[config.mk]
export PLATFORM = sky130hd
export DESIGN_NAME = axi_read_arbiter_flat
export DESIGN_NICKNAME = d
export VERILOG_FILES = /design/src/rtl/axi_read_arbiter_pkg.sv /design/src/rtl/axi_read_if.sv /design/src/rtl/axi_read_arbiter.sv /design/src/flat_wrapper.sv
export SDC_FILE = /design/constraint.sdc
export NUM_CORES = 1
export LEC_CHECK = 0
export CORE_AREA = 2 2 99 101
export CTS_CLUSTER_SIZE = 12
export DETAILED_ROUTE_END_ITERATION = 8
export DIE_AREA = 0 0 101 103
export DONT_BUFFER_PORTS = 1
export PLACE_DENSITY = 0.41
export SETUP_SLACK_MARGIN = 0.15
export SLEW_MARGIN = 20
export SYNTH_ARGS = -nofsm -noshare
export SYNTH_HDL_FRONTEND = slang
export SYNTH_SLANG_ARGS = --single-unit
export TNS_END_PERCENT = 50
[constraint.sdc]
create_clock -name clk -period 2.55 [get_ports clk]
set_input_delay 0.6375 -clock clk [delete_from_list [all_inputs] [get_ports clk]]
set_output_delay 0.6375 -clock clk [all_outputs]
set_load 0.05 [all_outputs]
[src/rtl/axi_read_arbiter_pkg.sv]
// Shared AXI read types, width constants and the arbiter state encoding.
// Imported by the read interface and by the two-master read arbiter.
package axi_read_arbiter_pkg;

    localparam int ADDR_WIDTH      = 32;
    localparam int DATA_WIDTH      = 32;
    localparam int AXI_ARLEN_WIDTH = 8;

    typedef enum logic [1:0] {
        AXI_RESP_OKAY   = 2'b00,
        AXI_RESP_EXOKAY = 2'b01,
        AXI_RESP_SLVERR = 2'b10,
        AXI_RESP_DECERR = 2'b11
    } axi_resp_t;

    typedef enum logic [2:0] {
        AXI_SIZE_1B   = 3'd0,
        AXI_SIZE_2B   = 3'd1,
        AXI_SIZE_4B   = 3'd2,
        AXI_SIZE_8B   = 3'd3,
        AXI_SIZE_16B  = 3'd4,
        AXI_SIZE_32B  = 3'd5,
        AXI_SIZE_64B  = 3'd6,
        AXI_SIZE_128B = 3'd7
    } axi_size_t;

    typedef enum logic [1:0] {
        AXI_BURST_FIXED = 2'b00,
        AXI_BURST_INCR  = 2'b01,
        AXI_BURST_WRAP  = 2'b10,
        AXI_BURST_RSVD  = 2'b11
    } axi_burst_type_t;

    typedef enum logic [1:0] {
        IDLE = 2'd0,
        ADDR = 2'd1,
        DATA = 2'd2
    } arb_state_t;

endpackage

[src/rtl/axi_read_if.sv]
// AXI read-only channel bundle (AR + R) with master and slave views.
interface axi_read_if;
    import axi_read_arbiter_pkg::*;

    logic [ADDR_WIDTH-1:0]      araddr;
    logic [AXI_ARLEN_WIDTH-1:0] arlen;
    axi_size_t                  arsize;
    axi_burst_type_t            arburst;
    logic                       arvalid;
    logic                       arready;
    logic [DATA_WIDTH-1:0]      rdata;
    axi_resp_t                  rresp;
    logic                       rlast;
    logic                       rvalid;
    logic                       rready;

    modport master (
        output araddr, arlen, arsize, arburst, arvalid, rready,
        input  arready, rdata, rresp, rlast, rvalid
    );

    modport slave (
        input  araddr, arlen, arsize, arburst, arvalid, rready,
        output arready, rdata, rresp, rlast, rvalid
    );

endinterface

[src/rtl/axi_read_arbiter.sv]
// Shares one memory AXI read port between icache and dcache refill engines,
// one burst at a time, with a beat-count sanity check on the R channel.
module axi_read_arbiter
    import axi_read_arbiter_pkg::*;
#(
    parameter bit ROUND_ROBIN = 1'b1
) (
    input  logic       clk,
    input  logic       rst,
    axi_read_if.slave  icache_axi,
    axi_read_if.slave  dcache_axi,
    axi_read_if.master mem_axi,
    output logic       grant_dcache,
    output logic       busy,
    output logic       len_err
);

    arb_state_t                 state_q;
    logic                       grant_dcache_q;
    logic [AXI_ARLEN_WIDTH-1:0] len_q;
    logic [AXI_ARLEN_WIDTH:0]   beat_cnt_q;
    logic                       len_err_q;

    logic pick_dcache;
    logic ar_hs;
    logic r_hs;
    logic beat_is_len;

    // grant_dcache_q doubles as "last owner" for the round-robin tie-break
    always_comb begin
        pick_dcache = dcache_axi.arvalid;
        if (icache_axi.arvalid && dcache_axi.arvalid) begin
            pick_dcache = ROUND_ROBIN ? !grant_dcache_q : 1'b1;
        end
    end

    assign ar_hs       = mem_axi.arvalid && mem_axi.arready;
    assign r_hs        = mem_axi.rvalid && mem_axi.rready;
    assign beat_is_len = (beat_cnt_q == {1'b0, len_q});

    always_ff @(posedge clk) begin
        if (rst) begin
            state_q        <= IDLE;
            grant_dcache_q <= 1'b0;
            len_q          <= '0;
            beat_cnt_q     <= '0;
            len_err_q      <= 1'b0;
        end else begin
            len_err_q <= 1'b0;
            case (state_q)
                IDLE: begin
                    if (icache_axi.arvalid || dcache_axi.arvalid) begin
                        grant_dcache_q <= pick_dcache;
                        state_q        <= ADDR;
                    end
                end
                ADDR: begin
                    if (ar_hs) begin
                        len_q      <= mem_axi.arlen;
                        beat_cnt_q <= '0;
                        state_q    <= DATA;
                    end
                end
                DATA: begin
                    if (r_hs) begin
                        beat_cnt_q <= beat_cnt_q + 1'b1;
                        if (mem_axi.rlast) begin
                            len_err_q <= !beat_is_len;
                            state_q   <= IDLE;
                        end else begin
                            len_err_q <= beat_is_len;
                        end
                    end
                end
                default: state_q <= IDLE;
            endcase
        end
    end

    always_comb begin
        mem_axi.araddr     = '0;
        mem_axi.arlen      = '0;
        mem_axi.arsize     = AXI_SIZE_1B;
        mem_axi.arburst    = AXI_BURST_FIXED;
        mem_axi.arvalid    = 1'b0;
        mem_axi.rready     = 1'b0;
        icache_axi.arready = 1'b0;
        icache_axi.rvalid  = 1'b0;
        icache_axi.rlast   = 1'b0;
        icache_axi.rdata   = '0;
        icache_axi.rresp   = AXI_RESP_OKAY;
        dcache_axi.arready = 1'b0;
        dcache_axi.rvalid  = 1'b0;
        dcache_axi.rlast   = 1'b0;
        dcache_axi.rdata   = '0;
        dcache_axi.rresp   = AXI_RESP_OKAY;
        case (state_q)
            ADDR: begin
                if (grant_dcache_q) begin
                    mem_axi.araddr     = dcache_axi.araddr;
                    mem_axi.arlen      = dcache_axi.arlen;
                    mem_axi.arsize     = dcache_axi.arsize;
                    mem_axi.arburst    = dcache_axi.arburst;
                    mem_axi.arvalid    = dcache_axi.arvalid;
                    dcache_axi.arready = mem_axi.arready;
                end else begin
                    mem_axi.araddr     = icache_axi.araddr;
                    mem_axi.arlen      = icache_axi.arlen;
                    mem_axi.arsize     = icache_axi.arsize;
                    mem_axi.arburst    = icache_axi.arburst;
                    mem_axi.arvalid    = icache_axi.arvalid;
                    icache_axi.arready = mem_axi.arready;
                end
            end
            DATA: begin
                if (grant_dcache_q) begin
                    dcache_axi.rvalid = mem_axi.rvalid;
                    dcache_axi.rlast  = mem_axi.rlast;
                    dcache_axi.rdata  = mem_axi.rdata;
                    dcache_axi.rresp  = mem_axi.rresp;
                    mem_axi.rready    = dcache_axi.rready;
                end else begin
                    icache_axi.rvalid = mem_axi.rvalid;
                    icache_axi.rlast  = mem_axi.rlast;
                    icache_axi.rdata  = mem_axi.rdata;
                    icache_axi.rresp  = mem_axi.rresp;
                    mem_axi.rready    = icache_axi.rready;
                end
            end
            default: ;
        endcase
    end

    assign grant_dcache = grant_dcache_q;
    assign busy         = (state_q == ADDR) || (state_q == DATA);
    assign len_err      = len_err_q;

endmodule

[src/flat_wrapper.sv]
// flat-port wrapper written by rule: the top's interface ports become plain ports
module axi_read_arbiter_flat import axi_read_arbiter_pkg::*;
#(
    parameter bit ROUND_ROBIN = 1'b1
)
  (clk, rst, grant_dcache, busy, len_err, icache_axi_araddr, icache_axi_arlen, icache_axi_arsize, icache_axi_arburst, icache_axi_arvalid, icache_axi_rready, icache_axi_arready, icache_axi_rdata, icache_axi_rresp, icache_axi_rlast, icache_axi_rvalid, dcache_axi_araddr, dcache_axi_arlen, dcache_axi_arsize, dcache_axi_arburst, dcache_axi_arvalid, dcache_axi_rready, dcache_axi_arready, dcache_axi_rdata, dcache_axi_rresp, dcache_axi_rlast, dcache_axi_rvalid, mem_axi_araddr, mem_axi_arlen, mem_axi_arsize, mem_axi_arburst, mem_axi_arvalid, mem_axi_rready, mem_axi_arready, mem_axi_rdata, mem_axi_rresp, mem_axi_rlast, mem_axi_rvalid);
  axi_read_if icache_axi_i ();
  axi_read_if dcache_axi_i ();
  axi_read_if mem_axi_i ();
  input  logic clk;
  input  logic rst;
  output logic grant_dcache;
  output logic busy;
  output logic len_err;
  input wire logic [$bits(icache_axi_i.araddr)-1:0] icache_axi_araddr;
  input wire logic [$bits(icache_axi_i.arlen)-1:0] icache_axi_arlen;
  input wire logic [$bits(icache_axi_i.arsize)-1:0] icache_axi_arsize;
  input wire logic [$bits(icache_axi_i.arburst)-1:0] icache_axi_arburst;
  input wire logic [$bits(icache_axi_i.arvalid)-1:0] icache_axi_arvalid;
  input wire logic [$bits(icache_axi_i.rready)-1:0] icache_axi_rready;
  output wire logic [$bits(icache_axi_i.arready)-1:0] icache_axi_arready;
  output wire logic [$bits(icache_axi_i.rdata)-1:0] icache_axi_rdata;
  output wire logic [$bits(icache_axi_i.rresp)-1:0] icache_axi_rresp;
  output wire logic [$bits(icache_axi_i.rlast)-1:0] icache_axi_rlast;
  output wire logic [$bits(icache_axi_i.rvalid)-1:0] icache_axi_rvalid;
  input wire logic [$bits(dcache_axi_i.araddr)-1:0] dcache_axi_araddr;
  input wire logic [$bits(dcache_axi_i.arlen)-1:0] dcache_axi_arlen;
  input wire logic [$bits(dcache_axi_i.arsize)-1:0] dcache_axi_arsize;
  input wire logic [$bits(dcache_axi_i.arburst)-1:0] dcache_axi_arburst;
  input wire logic [$bits(dcache_axi_i.arvalid)-1:0] dcache_axi_arvalid;
  input wire logic [$bits(dcache_axi_i.rready)-1:0] dcache_axi_rready;
  output wire logic [$bits(dcache_axi_i.arready)-1:0] dcache_axi_arready;
  output wire logic [$bits(dcache_axi_i.rdata)-1:0] dcache_axi_rdata;
  output wire logic [$bits(dcache_axi_i.rresp)-1:0] dcache_axi_rresp;
  output wire logic [$bits(dcache_axi_i.rlast)-1:0] dcache_axi_rlast;
  output wire logic [$bits(dcache_axi_i.rvalid)-1:0] dcache_axi_rvalid;
  output wire logic [$bits(mem_axi_i.araddr)-1:0] mem_axi_araddr;
  output wire logic [$bits(mem_axi_i.arlen)-1:0] mem_axi_arlen;
  output wire logic [$bits(mem_axi_i.arsize)-1:0] mem_axi_arsize;
  output wire logic [$bits(mem_axi_i.arburst)-1:0] mem_axi_arburst;
  output wire logic [$bits(mem_axi_i.arvalid)-1:0] mem_axi_arvalid;
  output wire logic [$bits(mem_axi_i.rready)-1:0] mem_axi_rready;
  input wire logic [$bits(mem_axi_i.arready)-1:0] mem_axi_arready;
  input wire logic [$bits(mem_axi_i.rdata)-1:0] mem_axi_rdata;
  input wire logic [$bits(mem_axi_i.rresp)-1:0] mem_axi_rresp;
  input wire logic [$bits(mem_axi_i.rlast)-1:0] mem_axi_rlast;
  input wire logic [$bits(mem_axi_i.rvalid)-1:0] mem_axi_rvalid;
  assign icache_axi_i.araddr = icache_axi_araddr;
  assign icache_axi_i.arlen = icache_axi_arlen;
  assign icache_axi_i.arsize = icache_axi_arsize;
  assign icache_axi_i.arburst = icache_axi_arburst;
  assign icache_axi_i.arvalid = icache_axi_arvalid;
  assign icache_axi_i.rready = icache_axi_rready;
  assign icache_axi_arready = icache_axi_i.arready;
  assign icache_axi_rdata = icache_axi_i.rdata;
  assign icache_axi_rresp = icache_axi_i.rresp;
  assign icache_axi_rlast = icache_axi_i.rlast;
  assign icache_axi_rvalid = icache_axi_i.rvalid;
  assign dcache_axi_i.araddr = dcache_axi_araddr;
  assign dcache_axi_i.arlen = dcache_axi_arlen;
  assign dcache_axi_i.arsize = dcache_axi_arsize;
  assign dcache_axi_i.arburst = dcache_axi_arburst;
  assign dcache_axi_i.arvalid = dcache_axi_arvalid;
  assign dcache_axi_i.rready = dcache_axi_rready;
  assign dcache_axi_arready = dcache_axi_i.arready;
  assign dcache_axi_rdata = dcache_axi_i.rdata;
  assign dcache_axi_rresp = dcache_axi_i.rresp;
  assign dcache_axi_rlast = dcache_axi_i.rlast;
  assign dcache_axi_rvalid = dcache_axi_i.rvalid;
  assign mem_axi_araddr = mem_axi_i.araddr;
  assign mem_axi_arlen = mem_axi_i.arlen;
  assign mem_axi_arsize = mem_axi_i.arsize;
  assign mem_axi_arburst = mem_axi_i.arburst;
  assign mem_axi_arvalid = mem_axi_i.arvalid;
  assign mem_axi_rready = mem_axi_i.rready;
  assign mem_axi_i.arready = mem_axi_arready;
  assign mem_axi_i.rdata = mem_axi_rdata;
  assign mem_axi_i.rresp = mem_axi_rresp;
  assign mem_axi_i.rlast = mem_axi_rlast;
  assign mem_axi_i.rvalid = mem_axi_rvalid;
  axi_read_arbiter #(.ROUND_ROBIN(ROUND_ROBIN)) u_core (.clk(clk), .rst(rst), .icache_axi(icache_axi_i), .dcache_axi(dcache_axi_i), .mem_axi(mem_axi_i), .grant_dcache(grant_dcache), .busy(busy), .len_err(len_err));
endmodule
Word level (Yosys, flattened, before mapping) --
Index checks and enable logic that the tools add are counted.
Storage, ports and cells: flip-flop bits (word level) 21, input bits 133
Operators by class: mux-type cells 42, equal/unequal tests 7, bitwise gates (word level) 2, reductions and logical operators 14, $add $sub $neg 1
Operators with widths (count):
- $mux 32 | 6
- $mux 2 | 10
- $mux 1 | 18
- $mux 9 | 2
- $pmux 9 s2 | 1
- $mux 8 | 2
- $add 9x1->9 const B | 1
- $eq 9x8->1 | 1
- $mux 3 | 2
- $ne 2x1->1 const B | 3
- $pmux 2 s3 | 1
- $reduce_and 2->1 | 2
- $reduce_and 4->1 | 1
- $logic_and 1x1->1 | 3
- $reduce_and 3->1 | 1
- $reduce_or 3->1 | 1
- $eq 2x1->1 const B | 1
- $eq 2x2->1 const B | 1
- $logic_not 1->1 | 2
- $logic_not 2->1 | 1
- $logic_or 1x1->1 | 2
- $ne 2x2->1 const B | 1
- $not 1->1 | 2
- $reduce_bool 2->1 | 1

Depth between registers and ports, before layout --
depth after elaboration 5, depth in mapped cells 6, gate-level depth less buffers 6

Worst setup path before layout --
OpenSTA, ideal clock, no wires.
kind register to output, from reg u_core.grant_dcache_q, in the netlist u_core.grant_dcache, to out mem_axi_araddr[10], arrival time 2218 ps, setup slack -306 ps, cell stages (with the launch flop) 6, path through dfxtp_1 > buf_2 > buf_2 > buf_2 > mux2i_1 > nor2b_1
On the way: longest elaborated chain between the ends 2
RTL lines:
- start, declared | RTL line axi_read_arbiter.sv:19 | logic grant_dcache_q;
- start signal, assigned | RTL line axi_read_arbiter.sv:53 | grant_dcache_q <= pick_dcache;
- $mux 32 | RTL line axi_read_arbiter.sv:99 | if (grant_dcache_q) begin
- $mux 32 | RTL line axi_read_arbiter.sv:97 | case (state_q)
- end, declared | RTL line flat_wrapper.sv:37 | output wire logic [$bits(mem_axi_i.araddr)-1:0] mem_axi_araddr;
Every way passes these cells.

Final worst setup path --
from reg u_core.state_q[1], to out icache_axi_arready
On the way: longest elaborated chain between the ends 2
RTL lines:
- start, declared | RTL line axi_read_arbiter.sv:18 | arb_state_t state_q;
- start signal, assigned | RTL line axi_read_arbiter.sv:43 | state_q <= IDLE;
- start signal, assigned | RTL line axi_read_arbiter.sv:54 | state_q <= ADDR;
- start signal, assigned | RTL line axi_read_arbiter.sv:61 | state_q <= DATA;
- $eq 2x1->1 | RTL line axi_read_arbiter.sv:97
- $mux 1 | RTL line axi_read_arbiter.sv:97
- end, declared | RTL line flat_wrapper.sv:21 | output wire logic [$bits(icache_axi_i.arready)-1:0] icache_axi_arready;
Every way passes these cells.

==> results.md <==
- Status: completed
- Largest family of logic cells by synthesized area: simple AND/OR/NAND/NOR gates
- Initial drt markers: 78
- Post-synthesis adder-cell area fraction: 0.0248
- Synth Register Bits: 21
- Final worst path period need: 2.33 ns
- Nets@finish: 539
- Post-synthesis compound-gate area fraction: 0.114
- Core Area: 0.00946 mm2
- Critical Path Sink Type: primary output
- GRT Overall Usage: 0.171
- CTS max path bufs: 2
- RSZ-0062 raised after global routing: true
- Post-synthesis sequential area ratio: 0.167
- Worst-Skew Late Latency: 0.27 ns
- F_max: 430 MHz
- Final hold violation count: 0
- Site Rows: 36
- Primary FF master, synth: dfxtp_1
- Routed WL per cell: 19.4 um
- Syn_area_per_cell: 7.44 um2
- HPWL Detailed: 8060 um
- Area Overhead vs Synth: 40.3%
- PwrDens: 981 mW/mm2
- Vias per cell: 5.29
- Synth Instances: 339
- Antenna Violating Nets Remaining: 0
- CTS H-tree lvls: 1
- Post-synthesis simple-gate area fraction: 0.400
- CP Class: register to primary output
- Share of layout cells above drive strength 1: 0.355
- Max Transition Viols Final: 0
- Clock Pin Slew Worst Setup and Hold Paths: 0.08 ns
- Vias in the first global route: 2,407
- Worst r2r path cells: 6
- Setup TNS Final: 0 ns
- Antenna diodes: 0
- Max Fanout on Critical Path: 50
- Leak: 0.00170 uW
- Die area: 0.0104 mm2
- Startpoint types: register
- Hold WC Path Type: input port to register
- Total power: 3470 uW
- Vias: 2,718
- Post-synth EDFFs: 0
- Largest net degree at the start of global routing: 51
- Io pins: 257
- Max VDD drop: 0.483 mV
- Worst path required time: 1.91 ns
- IO Port Bufs: 0
- Setup bufs post-CTS: 0
- Num CTS Buffers: 3
- Crit path DAT: 1.69 ns
- Initial Utilization: 0.267
- Most common cell after layout, fill and taps aside: buf_4
- Setup violations, final: 0
- Die extent in y: 103 um
- Routability Congestion: 0.812
- CTS Sinks: 21
- Yosys warns: 0
- Mapped Area: 0.00252 mm2
- WL final: 9960 um
- Max_cap viols: 0
- First-pass GRT wire length: 13,900 um
- Most frequent cells in the layout: buf_4 (88), and3_1 (64), mux2i_1 (49)
- Initial antenna violation count: 0
- Asr flop ratio synth: 0
- Multiplexer share of the synthesized area: 0.200
- DIE WIDTH: 101 um
- Cell variety after synth: 41
- Syn nets: 477
- Hold Path Depth: 1
- Tcrit/Tclk final: 0.912
- Root Buffer: clkbuf_8
- Fillcell total: 1,027
- CTS tree: done
- Slew HR: 0.561
- Total congestion overflow: 0
- Total iterations of the first detailed-routing run: 4
- Worst R2R Setup Slack: 0.46 ns
- Worst Skew: 0.00132 ns
- Worst slew pin tran: 0.655 ns
- DRC Markers: 0
- Synth Area in XOR/XNOR: 0.0278
final timing paths:
path	from	end
max	u_core.state_q[1]	icache_axi_arready
min	rst	u_core.beat_cnt_q[4]
max reg2reg	u_core.state_q[0]	u_core.beat_cnt_q[2]
min reg2reg	u_core.len_q[1]	u_core.len_q[1]
worst max-delay path: stages (launching register included):
cell and delay (ns):
dfxtp_1 0.35, inv_1 0.11, ha_1 0.22, buf_12 0.23
nand2_2 0.17, nor2_1 0.13, buf_4 0.21
cell type report:
| class | count | area [um2] | area share |
|---|---|---|---|
| clock buffers | 3 | 41.3 | 0.0117 |
| clock inverters | 1 | 7.51 | 0.00212 |
| inverters | 7 | 26.3 | 0.00743 |
| multi-input cells | 277 | 2180 | 0.616 |
| flip-flops and latches | 21 | 424 | 0.120 |
| well taps | 114 | 143 | 0.0403 |
| repair buffers | 91 | 716 | 0.202 |
logic make-up after synthesis:
| group | Yosys count |
|---|---|
| DFF | 21 |
| and+or+nand+nor | 170 |
| AOI/OAI and AO/OA | 44 |
| adders and majority gates | 5 |
| xor gates and xnor gates | 8 |
| buffers and inverters | 41 |
| muxes | 50 |
power by group:
part / leakage (uW) / internal, uW / switching (uW)
clock: 0.0000217 / 111 / 122
sequential: 0.000170 / 353 / 35.1
combinational: 0.00151 / 885 / 1970
metrics by stage:
stage                     hold WS (ns)  instances  worst slack [ns]   util  instance area [um2]
after floorplan                  0.451        339             0.110      -                 2750
after global placement           0.469        510             0.324  0.366                 3470
after detailed placement         0.477        510             0.328  0.366                 3470
after CTS                        0.422        514            0.0876  0.372                 3520
after global routing             0.415        514            0.0864  0.374                 3540
final                            0.430        514             0.225  0.374                 3540
cell usage after synthesis, types with 2 or more instances:
master,instances,area (um2)
and3_1,74,463
mux2i_1,49,490
nor2b_1,47,294
clkbuf_1,25,93.8
dfxtp_1,21,420
nand2_1,16,60.1
a21oi_1,14,70.1
o21ai_0,12,60.1
nand3_1,9,45.0
xnor2_1,7,61.3
buf_2,6,30.0
inv_1,6,22.5
ha_1,5,62.6
nor2_1,5,18.8
a31oi_1,4,25.0
nand4_1,4,25.0
or3_1,4,25.0
and2_1,3,18.8
o31ai_1,3,22.5
or4_1,3,22.5
nand2b_1,2,12.5
sequential cells by signal, summed over array words and instances (netlist names):
| register | cells |
|---|---|
| u_core.beat_cnt_q | 9 |
| u_core.len_q | 8 |
| u_core.state_q | 2 |
| u_core.grant_dcache | 1 |
| u_core.len_err | 1 |
layer usage:
| layer | track usage | vias up | wire length, um | part of all wire |
|---|---|---|---|---|
| li1 | - | 1337 | - | - |
| met1 | 0.202 | 1239 | 3960 | 0.40 |
| met2 | 0.326 | 138 | 5300 | 0.53 |
| met3 | 0.0346 | 4 | 659 | 0.066 |
| met4 | 0.0198 | 0 | 42 | 0.0042 |
| met5 | 0 | - | 0 | 0 |
what timing repair did:
| item | 4_1_cts | 5_1_grt |
|---|---|---|
| gates cloned | 0 | 0 |
| resized for setup | 1 | 5 |
| hold buffers | 0 | 0 |
| setup endpoints to repair | 45 | 93 |
Note: power is estimated with default switching activity, not from simulation.
